**src/rtl/button_pkg.sv**
```systemverilog
// Shared constants and types for the push-button front end.
// DE1 values assume a 50 MHz system clock.
package button_pkg;

  localparam int DE1_DEBOUNCE_CYCLES = 500_000;    // 10 ms
  localparam int DE1_REPEAT_DELAY    = 25_000_000; // 500 ms
  localparam int DE1_REPEAT_PERIOD   = 5_000_000;  // 100 ms

  typedef enum logic {REL = 1'b0, PRS = 1'b1} btn_level_t;

  // Bits needed to hold 0..max_val, never less than one.
  function automatic int cnt_w(input int max_val);
    return (max_val < 1) ? 1 : $clog2(max_val + 1);
  endfunction

endpackage

```
**src/rtl/button_channel.sv**
```systemverilog
// One button channel: 2-FF synchroniser, counter debounce, press/release strobes
// and optional typematic auto-repeat on the press strobe.
module button_channel
  import button_pkg::*;
#(
  parameter int ACTIVE_LOW      = 1,
  parameter int DEBOUNCE_CYCLES = 4,
  parameter int REPEAT_EN       = 0,
  parameter int REPEAT_DELAY    = 8,
  parameter int REPEAT_PERIOD   = 3
) (
  input  logic clk,
  input  logic reset,
  input  logic key,
  output logic level,
  output logic press,
  output logic rel
);

  localparam int   CW       = cnt_w(DEBOUNCE_CYCLES - 1);
  localparam logic IDLE_PIN = (ACTIVE_LOW != 0);

  if (DEBOUNCE_CYCLES < 1 || REPEAT_DELAY < 1 || REPEAT_PERIOD < 1) begin : g_param_chk
    $error("button_channel: DEBOUNCE_CYCLES, REPEAT_DELAY and REPEAT_PERIOD must be >= 1");
  end

  logic          sync1, sync2, s, accept, repeat_fire;
  btn_level_t    lvl;
  logic [CW-1:0] cnt;

  // Synchroniser resets to the idle pin level so reset itself never looks like a press.
  always_ff @(posedge clk or posedge reset) begin
    if (reset) begin
      sync1 <= IDLE_PIN;
      sync2 <= IDLE_PIN;
    end else begin
      sync1 <= key;
      sync2 <= sync1;
    end
  end

  assign s      = sync2 ^ IDLE_PIN;
  assign accept = (btn_level_t'(s) != lvl) && (cnt == CW'(DEBOUNCE_CYCLES - 1));
  assign level  = (lvl == PRS);

  always_ff @(posedge clk or posedge reset) begin
    if (reset) begin
      lvl   <= REL;
      cnt   <= '0;
      press <= 1'b0;
      rel   <= 1'b0;
    end else begin
      press <= (accept && s) || repeat_fire;
      rel   <= accept && !s;
      if (accept) begin
        lvl <= btn_level_t'(s);
        cnt <= '0;
      end else if (btn_level_t'(s) == lvl) begin
        cnt <= '0;
      end else begin
        cnt <= cnt + CW'(1);
      end
    end
  end

  if (REPEAT_EN != 0) begin : g_repeat
    localparam int HW = cnt_w(REPEAT_DELAY);
    // A period longer than the delay cannot be reached by reloading, so it falls back to the delay.
    localparam int RELOAD = (REPEAT_DELAY > REPEAT_PERIOD) ? REPEAT_DELAY - REPEAT_PERIOD : 0;

    logic [HW-1:0] hold;
    logic          fire;

    // Never fires on the edge where the level falls: that edge is a release only.
    assign fire = (lvl == PRS) && !accept && (hold == HW'(REPEAT_DELAY - 1));

    always_ff @(posedge clk or posedge reset) begin
      if (reset) begin
        hold <= '0;
      end else if (lvl == REL || accept) begin
        hold <= '0;
      end else if (fire) begin
        hold <= HW'(RELOAD);
      end else if (hold != HW'(REPEAT_DELAY)) begin
        hold <= hold + HW'(1);
      end
    end

    assign repeat_fire = fire;
  end else begin : g_no_repeat
    assign repeat_fire = 1'b0;
  end

endmodule

```
**src/rtl/button_bank.sv**
```systemverilog
// N independent debounced push-button channels fanned out from board KEY pins.
// release is a reserved word, so the release strobe port is named rel.
module button_bank
  import button_pkg::*;
#(
  parameter int N               = 4,
  parameter int ACTIVE_LOW      = 1,
  parameter int DEBOUNCE_CYCLES = 4,
  parameter int REPEAT_EN       = 0,
  parameter int REPEAT_DELAY    = 8,
  parameter int REPEAT_PERIOD   = 3
) (
  input  logic         clk,
  input  logic         reset,
  input  logic [N-1:0] key,
  output logic [N-1:0] level,
  output logic [N-1:0] press,
  output logic [N-1:0] rel
);

  if (N < 1) begin : g_param_chk
    $error("button_bank: N must be >= 1");
  end

  for (genvar i = 0; i < N; i++) begin : g_chan
    button_channel #(
      .ACTIVE_LOW     (ACTIVE_LOW),
      .DEBOUNCE_CYCLES(DEBOUNCE_CYCLES),
      .REPEAT_EN      (REPEAT_EN),
      .REPEAT_DELAY   (REPEAT_DELAY),
      .REPEAT_PERIOD  (REPEAT_PERIOD)
    ) u_chan (
      .clk  (clk),
      .reset(reset),
      .key  (key[i]),
      .level(level[i]),
      .press(press[i]),
      .rel  (rel[i])
    );
  end

endmodule

```
**config.mk**
```make
export PLATFORM = sky130hd
export DESIGN_NAME = button_bank
export DESIGN_NICKNAME = d
export VERILOG_FILES = /design/src/rtl/button_pkg.sv /design/src/rtl/button_channel.sv /design/src/rtl/button_bank.sv
export SDC_FILE = /design/constraint.sdc
export NUM_CORES = 1
export LEC_CHECK = 0
export CORE_ASPECT_RATIO = 1.75
export CORE_UTILIZATION = 39
export DETAILED_ROUTE_END_ITERATION = 7
export PLACE_DENSITY_LB_ADDON = 0.1
export SETUP_SLACK_MARGIN = 0.05
export SLEW_MARGIN = 20
export SYNTH_ARGS = -nofsm -noshare
export SYNTH_HDL_FRONTEND = slang
export SYNTH_HIERARCHICAL = 1
export SYNTH_SLANG_ARGS = --single-unit
```
**constraint.sdc**
```tcl
create_clock -name clk -period 1.11 [get_ports clk]
set_input_delay 0.333 -clock clk [delete_from_list [all_inputs] [get_ports clk]]
set_output_delay 0.333 -clock clk [all_outputs]
set_load 0.05 [all_outputs]
```
==> summary.txt <==
Outcome
  – Status: finished, violations left
  – Failing checks: negative setup slack

Job
  – MaxCap Viol Count: 0

Logic synthesis
  – Mapped cell area: 985.9 sq um
  – Synth warn: 6
  – Yosys reg bits: 28
  – Distinct cells, synth: 11
  – Sequential share of the synthesized area: 72.08%
  – Synthesized Nets: 78
  – Post-Syn Instances: 68
  – Syn avg cell area: 14.50 sq um

Place
  – # port buffers: 17
  – Post-DP HPWL: 997.4 microns
  – GPL Wtd Cong: 0.6189
  – Placed cells: 110

STA
  – Slew headroom: 82.16%
  – Final Max Slew Viols: 0
  – Fin crit period: 1.186 ns
  – Actual slew at the worst max-slew pin: 0.2672 ns
  – Final hold violation count: 0
  – Skew final: 0.005351 ns
  – RSZ-0062 raised after global routing: true
  – Post-route setup slack: -0.07647 ns
  – Final setup vio count: 12
  – Tcrit/Tclk final: 106.9%
  – Max Clk Rate: 842.8 MHz

Setup path
  – Worst stage delay on the critical path: 0.43 ns
  – Family with the most delay on the worst path: flip-flops
  – Reg2reg start: g_chan[1].u_chan/level$_DFFE_PP0P_
  – Worst R2R Setup Slack: 0.13 ns
  – Setup crit start: g_chan[3].u_chan/level$_DFFE_PP0P_
  – WS Path Type: reg -> out
  – Critical Path AT: 0.85 ns
  – Worst path cell trace: buf_12
  – Worst Path Max Fanout: 2
  – Sum of buffers and inverters on the critical path: 1
  – CP max stage cell: dfrtp_2
  – Worst setup SP type: flop
  – Crit path capture type: primary output
  – R2R Path End: g_chan[1].u_chan/cnt[0]$_DFF_PP0_
  – R2r worst-path depth: 3
  – Critical path required time: 0.78 ns

Die
  – Die ar.: 2741 sq um
  – I/O Pins: 18
  – Die Y: 68.52 microns
  – Core area: 2331 sq um
  – Starting Density: 42.30%
  – Die Wd: 40.01 microns
  – Cell Rows: 23

Power and ir drop
  – Pwr Density: 2249 nW/um^2
  – Total power: 3.137 mW
  – Pleak: 0.6663 nW
  – Peak VDD IR: 1315 uV

Min path
  – Hold EP: g_chan[3].u_chan/sync2$_DFF_PP1_
  – Worst hold path class: reg -> reg
  – WHS Path Cells: 0
  – Worst hold start: g_chan[3].u_chan/sync1$_DFF_PP1_

Route
  – DR pass1 iterations: 4
  – Number of remaining DRC errors: 0
  – Vias: 563
  – Avg Vias per Cell: 4.771
  – DRT antenna net count: 0
  – Drt initial violations: 6
  – Routed length per instance: 11.52 microns
  – Final wirelength: 1359 microns

Final layout
  – Post-layout util: 59.85%
  – Share of cells above drive strength 1: 43.01%
  – ANT cells: 0
  – Final Non-Filler Cells: 118
  – Area delta synth->final: 41.50%
  – Final #Nets: 104

Global route
  – Total gr overflow: 0
  – Initial antenna violation count: 0
  – First-pass GRT wire length: 2180 microns
  – Vias in the first global route: 561
  – Largest net degree at the start of global routing: 16
  – Gr usage total: 11.88%

Clock tree
  – Root Buffer Master: clkbuf_8
  – H-tree level count: 1
  – Max clock buf depth: 2
  – CTS buffer count: 3
  – Clock latency on the worst-skew pair: 0.26 ns
  – CTS Hold Bufs: 0
  – CTS tree: done
  – Clock sink count: 28
  – Worst-path clk slew: 0.09 ns
[metrics by stage]
step	setup slack (ns)	area (sq um)	TNS (ns)	hold WS, ns
2_1_floorplan	0.1691	991.0	0	0.1349
5_1_grt	-0.1053	1395	-0.9858	0.3592
4_1_cts	-0.08952	1388	-0.7907	0.3594
6_report	-0.07647	1395	-0.6455	0.3567
3_3_place_gp	0.1644	1313	0	0.3459
3_5_place_dp	0.1537	1313	0	0.3470
[layer usage]
metal	track usage (%)	share of wire, %
met4	7.759	1.3
met2	19.76	54
met1	12.61	42
met3	2.885	3.1
met5	0	0
[placed cells by master, fill, tap and decap left out]
master	synthesis	routed
and3_2	4	4
buf_12	0	12
buf_4	0	4
clkbuf_1	0	1
clkbuf_8	0	3
clkdlybuf4s50_1	0	5
dfrtp_1	20	16
dfrtp_2	0	4
dfstp_2	8	8
ha_1	4	4
inv_1	8	8
nand2b_1	4	4
nor2_1	4	4
nor3_1	4	4
nor3b_2	4	4
o21ai_0	4	4
xor2_1	4	3
xor2_2	0	1
[final cells by class]
class,count,area (sq um)
fill,181,935.9
multi-input combinational,32,252.7
inverter,8,30.03
timing repair buffer,21,320.3
sequential,28,715.7
clock buffer,4,45.04
tap,25,31.28
[how the worst max path moves through the flow]
stage	endpoint	cells past startpoint	slack [ns]
finish	level[3]	1	-0.08
global route	level[2]	1	-0.11
CTS	level[2]	1	-0.09
detailed placement	g_chan[1].u_chan/sync2$_DFF_PP1_	2	0.15
global placement	g_chan[3].u_chan/sync2$_DFF_PP1_	2	0.16
floorplan	g_chan[0].u_chan/cnt[0]$_DFF_PP0_	2	0.17
[repair_timing]
item / in CTS / in global routing
buffers inserted: 4 / 0
endpoints found under the setup margin: 12 / 13
gates resized for setup: 0 / 1
[synthesized netlist by cell type]
cell type,number,area share [%]
and3_2,4,3.0
dfrtp_1,20,51
dfstp_2,8,21
ha_1,4,5.1
inv_1,8,3.0
nand2b_1,4,2.5
nor2_1,4,1.5
nor3_1,4,2.0
nor3b_2,4,5.1
o21ai_0,4,2.0
xor2_1,4,3.6
[cell families (layout without fill, tap and decap cells)]
family	Yosys count	count (layout)	synth area share, %
AO/OA/AOI/OAI	4	4	2.031
XOR/XNOR	4	4	3.553
adder cells (fa/ha/maj)	4	4	5.076
buffers and inverters	8	33	3.046
flip-flops	28	28	72.08
AND/OR/NAND/NOR	20	20	14.21
[power by group]
| group | total, mW | internal [mW] | leakage, nW | switching, mW |
|---|---|---|---|---|
| logic | 1.21 | 0.602 | 0.300 | 0.603 |
| clock network | 0.534 | 0.256 | 0.0228 | 0.277 |
| registers | 1.40 | 1.26 | 0.344 | 0.141 |
| total | 3.14 | 2.12 | 0.666 | 1.02 |
[flip-flops by register name, indices dropped and copies added (netlist names)]
name / count
g_chan.u_chan/press: 4
g_chan.u_chan/sync1: 4
g_chan.u_chan/sync2: 4
g_chan.u_chan/level: 4
g_chan.u_chan/cnt: 8
g_chan.u_chan/rel: 4
Note: power is estimated with default switching activity, not from simulation.
==> edit 1 (config.mk and constraints unchanged) <==
Register the input `key` before use. The logic sees it one clock later.
--- a/src/rtl/button_bank.sv
+++ b/src/rtl/button_bank.sv
@@ -19,4 +19,10 @@
 );
 
+  logic [N-1:0] key_q;
+
+  always_ff @(posedge clk) begin
+      key_q <= key;
+  end
+
   if (N < 1) begin : g_param_chk
     $error("button_bank: N must be >= 1");
@@ -33,5 +39,5 @@
       .clk  (clk),
       .reset(reset),
-      .key  (key[i]),
+      .key  (key_q[i]),
       .level(level[i]),
       .press(press[i]),
Function: changed (Yosys sat finds a counterexample within 10 cycles, from zero or initial values and one cycle with reset high).
==> edit 1 against the unedited design <==
  * The flow still finishes with violations (negative setup slack)
  * Clock skew decreased by 0.0022 ns
  * Clock power rose by 63%
  * Wire length increased by 11%
  * Worst setup slack lost 0.034 ns
  * Via count up 5.3%
  * Sequential cell count up 4
  * Area after synthesis is 8.1% higher
  * Sequential share of layout area grew 0.75 points
  * Utilization up 0.052 points
  * Power rose by 16%
  * Non-clock buffer count unchanged
  * Cell area rose by 9.6%
  * Die area up 7.8%
  * Critical path type unchanged
  * Largest cell class unchanged
  * Largest power group unchanged
==> edit 1: results (changes against the unedited design) <==
The flow ran to the end, but the final reports show violations. The checks that failed: negative setup slack. The power dissipated by switching net loads came out at 1.120 mW (+9.6%). The mean number of vias per cell is 4.669 (-2.1%).

CTS clock-pin slew for the worst setup and hold paths: 0.06 ns (-0.03 ns). The post-place setup slack is 0.1428 ns (-0.01092 ns), and the leakage power of the design is 0.7239 nW (+8.6%). The filler cell count in the final layout was 201 (+11%).

For the number of cells produced by synthesis, the log shows 72 (+5.9%). The number of flip-flops under the largest register name works out to 8 (unchanged). The overall routed net length is 1.515 mm (+11%), and the worst voltage drop across the vdd grid is 1306 µV (-0.75%). The final clock skew was 0.003179 ns (-0.002172 ns); the critical path's largest stage delay was 0.45 ns (+0.02 ns).

The proportion of synthesized flip-flops having asynchronous set or reset is 87.50% (-13 points). The setup TNS came out at -0.6899 ns (-0.04437 ns). The end of the worst register-to-register path was g_chan[2].u_chan/cnt[0].

The post-route worst hold slack is 0.2949 ns (-0.06180 ns), and the final-report setup violation count is 12 (unchanged). The initial DRC count was 12 (+6). The top register by number of flip-flops is g_chan.u_chan/cnt.

The tree is rooted in a clkbuf_8. The layout cell share with drive strength beyond 1 was 43.56% (+0.55 points); the post-synth net total was 82 (+5.1%). The number of cells on the worst reg-to-reg path was 3 (unchanged). The first-pass GRT wire length came out at 2.691 mm (+23%).

Global-route usage over all layers: 12.79% (+0.91 points). Source of the worst register-to-register timing path: g_chan[2].u_chan/level. The number of nets in the layout was 110 (+5.8%); the detailed placement HPWL was 1.066 mm (+6.9%). In the post-synthesis netlist, the biggest area contributors are dfrtp_1 (47%), dfstp_2 (20%), dfxtp_1 (7.5%). For the post-detailed-placement cell area, the log shows 1394 µm² (+6.2%).

The routability congestion estimate is 0.6903 (+12%), and the hold path depth is 0 (unchanged). The tools report the via count of the first global-routing pass as 600 (+7.0%). STA classifies the critical path startpoint as a register.

The tools report the initial antenna violation count as 0 (unchanged). Counting instances in the post-synthesis netlist gives the leading cell types as dfrtp_1 (20), dfstp_2 (8), inv_1 (8). The path class of the tightest hold or removal check is reg -> reg. The launch instance of the worst min-delay path was key_q[1]. The final worst setup slack is -0.1104 ns (-0.03389 ns), and the biggest fanout along the worst timing path is 5 (+3). Among cell families on the critical path, the largest total delay comes from flip-flops.

The distinct cell type count after synthesis was 12 (+1); the number of vias after detailed routing was 593 (+5.3%). The worst reg-to-reg setup slack was 0.12 ns; the port buffer count was 17 (unchanged). The total clock buffers created by CTS is 5 (+2), and the measured slew at the worst slew-check pin is 0.2798 ns (+0.01253 ns). The logs give 0.89 ns (+0.04 ns) for the arrival time of data at the critical path endpoint and 4 (unchanged) for the detailed-routing iteration count for the pre-antenna-repair pass. Post-placement cell count: 115 (+4.5%). Among all stages on the critical path, the largest delay is contributed by dfrtp_2. The sequential cell area fraction in the yosys report was 74.18% (+2.1 points).

The path with the worst hold slack has its endpoint at g_chan[1].u_chan/sync1. Maximum number of pins on one net before global-route repair: 10 (-6). The deepest level of the CTS H-tree came out at 2 (+1).
[edit 1: layout make-up]
class	instances	area, µm²	area share [%]
Tap cell	26	32.53	2.128
Timing Repair Buffer	21	320.3	20.95
Inverter	8	30.03	1.964
Sequential cell	32	795.8	52.05
Clock buffer	8	90.09	5.892
Multi-Input combinational cell	32	260.3	17.02
[edit 1: what timing repair did]
item	in CTS	in global routing
hold buffers	0	0
gates cloned	0	0
gates resized for setup	0	2
endpoints found under the setup margin	12	14
buffers inserted	3	1
[edit 1: routing by layer]
metal | global-route usage (%) | wire, µm | vias to the layer above
met5 | 0 | 0 | -
met4 | 9.677 | 39 | 0
met3 | 5.357 | 68 | 4
met2 | 19.44 | 806 | 18
met1 | 13.92 | 600 | 287
li1 | - | - | 284
[edit 1: metrics by stage]
stage	util, %	power, mW
2_1_floorplan	-	2.183
3_3_place_gp	54.61	2.648
3_5_place_dp	54.61	2.684
4_1_cts	59.02	3.656
5_1_grt	59.90	3.868
6_report	59.90	3.640
[edit 1: how the worst max path moves through the flow]
stage | depth (start not counted) | to | from
after global placement | 3 | g_chan[0].u_chan/level | g_chan[0].u_chan/cnt[0]
after CTS | 1 | level[2] | g_chan[2].u_chan/level
after floorplan | 2 | g_chan[0].u_chan/cnt[0] | g_chan[0].u_chan/level
after global routing | 1 | level[2] | g_chan[2].u_chan/level
final | 1 | level[2] | g_chan[2].u_chan/level
after detailed placement | 2 | g_chan[2].u_chan/sync1 | reset
[edit 1: logic make-up after synthesis]
group / share of synthesized area, %
XOR/XNOR: 3.286
buffers and inverters: 2.817
AO/OA/AOI/OAI: 1.878
adder cells (fa/ha/maj): 4.695
flip-flops: 74.18
AND/OR/NAND/NOR: 13.15
[edit 1: power groups by stage]
stage | Sequential (mW) | Clock (mW) | Combinational (mW)
final | 1.58 | 0.872 | 1.19
after global routing | 1.61 | 0.967 | 1.29
after global placement | 1.62 | 0 | 1.03
after CTS | 1.58 | 0.913 | 1.17
after detailed placement | 1.63 | 0 | 1.05
after floorplan | 1.84 | 0 | 0.339
==> edit 2 (same settings) <==
Without the edit above. `DEBOUNCE_CYCLES` is set to 4 in 2 places; all go to 8.
--- a/src/rtl/button_channel.sv
+++ b/src/rtl/button_channel.sv
@@ -5,5 +5,5 @@
 #(
   parameter int ACTIVE_LOW      = 1,
-  parameter int DEBOUNCE_CYCLES = 4,
+  parameter int DEBOUNCE_CYCLES = 8,
   parameter int REPEAT_EN       = 0,
   parameter int REPEAT_DELAY    = 8,
--- a/src/rtl/button_bank.sv
+++ b/src/rtl/button_bank.sv
@@ -6,5 +6,5 @@
   parameter int N               = 4,
   parameter int ACTIVE_LOW      = 1,
-  parameter int DEBOUNCE_CYCLES = 4,
+  parameter int DEBOUNCE_CYCLES = 8,
   parameter int REPEAT_EN       = 0,
   parameter int REPEAT_DELAY    = 8,
Check against the original RTL: not equivalent (Yosys sat finds a counterexample within 10 cycles, from zero or initial values and one cycle with reset high).
==> edit 2 against the unedited design <==
  * The flow still finishes with violations (negative setup slack)
  * Worst setup slack got worse by 0.0036 ns
  * Sequential power increased by 16%
  * Hold slack got worse by 0.0019 ns
  * Fmax shrank 0.30%
  * Register-to-register slack worse by 0.09 ns
  * Die area rose by 16%
  * Sequential share of layout area decreased by 6.9 points
  * Area after synthesis rose by 16%
  * Sequential cell count rose by 4
  * Cell area up 32%
  * Power grew 28%
  * Count of clock-buffer cells in the layout grew 4
  * Clock skew decreased by 0.0029 ns
  * Wire length up 29%
  * Highest routed layer unchanged
==> edit 2: results (changes against the unedited design) <==
The detailed-route wire length per cell was 12.40 µm (+7.6%); the worst voltage drop across the vdd grid was 1354 µV (+2.9%). The tools report the filler cell count in the final layout as 206 (+14%). Number of flip-flops under the largest register name: 12 (+4). The checks that failed: negative setup slack.

For the number of vias after detailed routing, the log shows 694 (+23%). For the final worst setup slack, the log shows -0.08007 ns (-0.003597 ns). For the part of the total power dissipated in combinational logic, the log shows 37.5% (-0.9 points). For the global-route track usage on met3, the log shows 5.405% (+2.5 points).

The detailed placement HPWL is 1.177 mm (+18%). Source of the worst register-to-register timing path: g_chan[1].u_chan/cnt[0]. For the total clock buffers created by CTS, the log shows 5 (+2). The run gives 2.946 mm (+35%) as the first-pass GRT wire length.

For the post-detailed-placement cell area, the log shows 1485 µm² (+13%). By area the synthesized netlist is led by dfrtp_1 (52%), dfstp_2 (18%), ha_1 (8.7%). Following the worst setup path forward leads to its endpoint at level[1]. Deepest level of the CTS H-tree: 2 (+1). The flow ran to the end, but the final reports show violations. The logs give 726 µm (+28%) for the detailed-routing wirelength on met1 and 13.07% (+1.2 points) for the global-route usage over all layers. The CTS clock-pin slew for the worst setup and hold paths was 0.06 ns (-0.03 ns). The final-report setup violation count was 12 (unchanged). The logs give 0.002421 ns (-0.002930 ns) for the final clock skew and 94 (+21%) for the post-synth net total. For the routability congestion estimate, the log shows 0.6778 (+9.5%).

The global-route track usage on met1 was 14.82% (+2.2 points). The global routing met2 resource utilization was 20.20% (+0.44 points). Synthesis-to-finish area growth: 60.15%.

By count the netlist is led by dfrtp_1 (24), dfstp_2 (8), ha_1 (8), inv_1 (8), nor3b_1 (8). The share of Yosys cell area claimed by the top area cell type is 52.40% (+1.6 points), and the setup TNS is -0.6482 ns (-0.002678 ns). Tracing the worst setup path back leads to its startpoint at g_chan[1].u_chan/level. The number of gates resized after CTS came out at 12 (+12).

The routed length on met3 is 89 µm (+110%), and the clock-net power is 0.883 mW (+65%). The run gives 0.8322 nW (+25%) as the leakage power of the design. Layout cell share with drive strength beyond 1: 61.40% (+18 points). The cell-internal power was 2.744 mW (+30%); the post-route worst hold slack was 0.3548 ns (-0.001898 ns). The tools report the worst reg-to-reg setup slack as 0.04 ns (-0.09 ns).

The post-CTS setup buffer count was 7 (+3).
[edit 2: cell types whose count changed after synthesis]
cell,before,now
nor3b_1,0,8
nor3b_2,4,0
ha_1,4,8
dfrtp_1,20,24
[edit 2: final cells by class]
cell class                 instances  share of cell area [%]
multi-input combinational         40                   27.68
timing repair buffer              26                   19.50
sequential                        32                   44.44
inverter                           8                   1.636
clock buffer                       8                   4.908
tap                               27                   1.840
[edit 2: cell families (layout without fill, tap and decap cells)]
kind of cell	Yosys count	after routing	share of synthesized area [%]
buffers and inverters	8	42	2.620
adders and majority gates	8	8	8.734
DFF	32	32	70.74
xor gates and xnor gates	4	4	3.056
AOI/OAI and AO/OA	4	4	1.747
and+or+nand+nor	24	24	13.10
[edit 2: stage by stage]
stage	power [mW]	worst slack [ns]	utilization, %	cells
floorplan	2.170	0.03210	-	80
global placement	2.567	0.01183	53.95	124
detailed placement	2.621	-0.02942	53.95	124
CTS	3.778	-0.09163	61.59	139
global route	4.250	-0.1080	66.68	141
finish	4.002	-0.08007	66.68	141
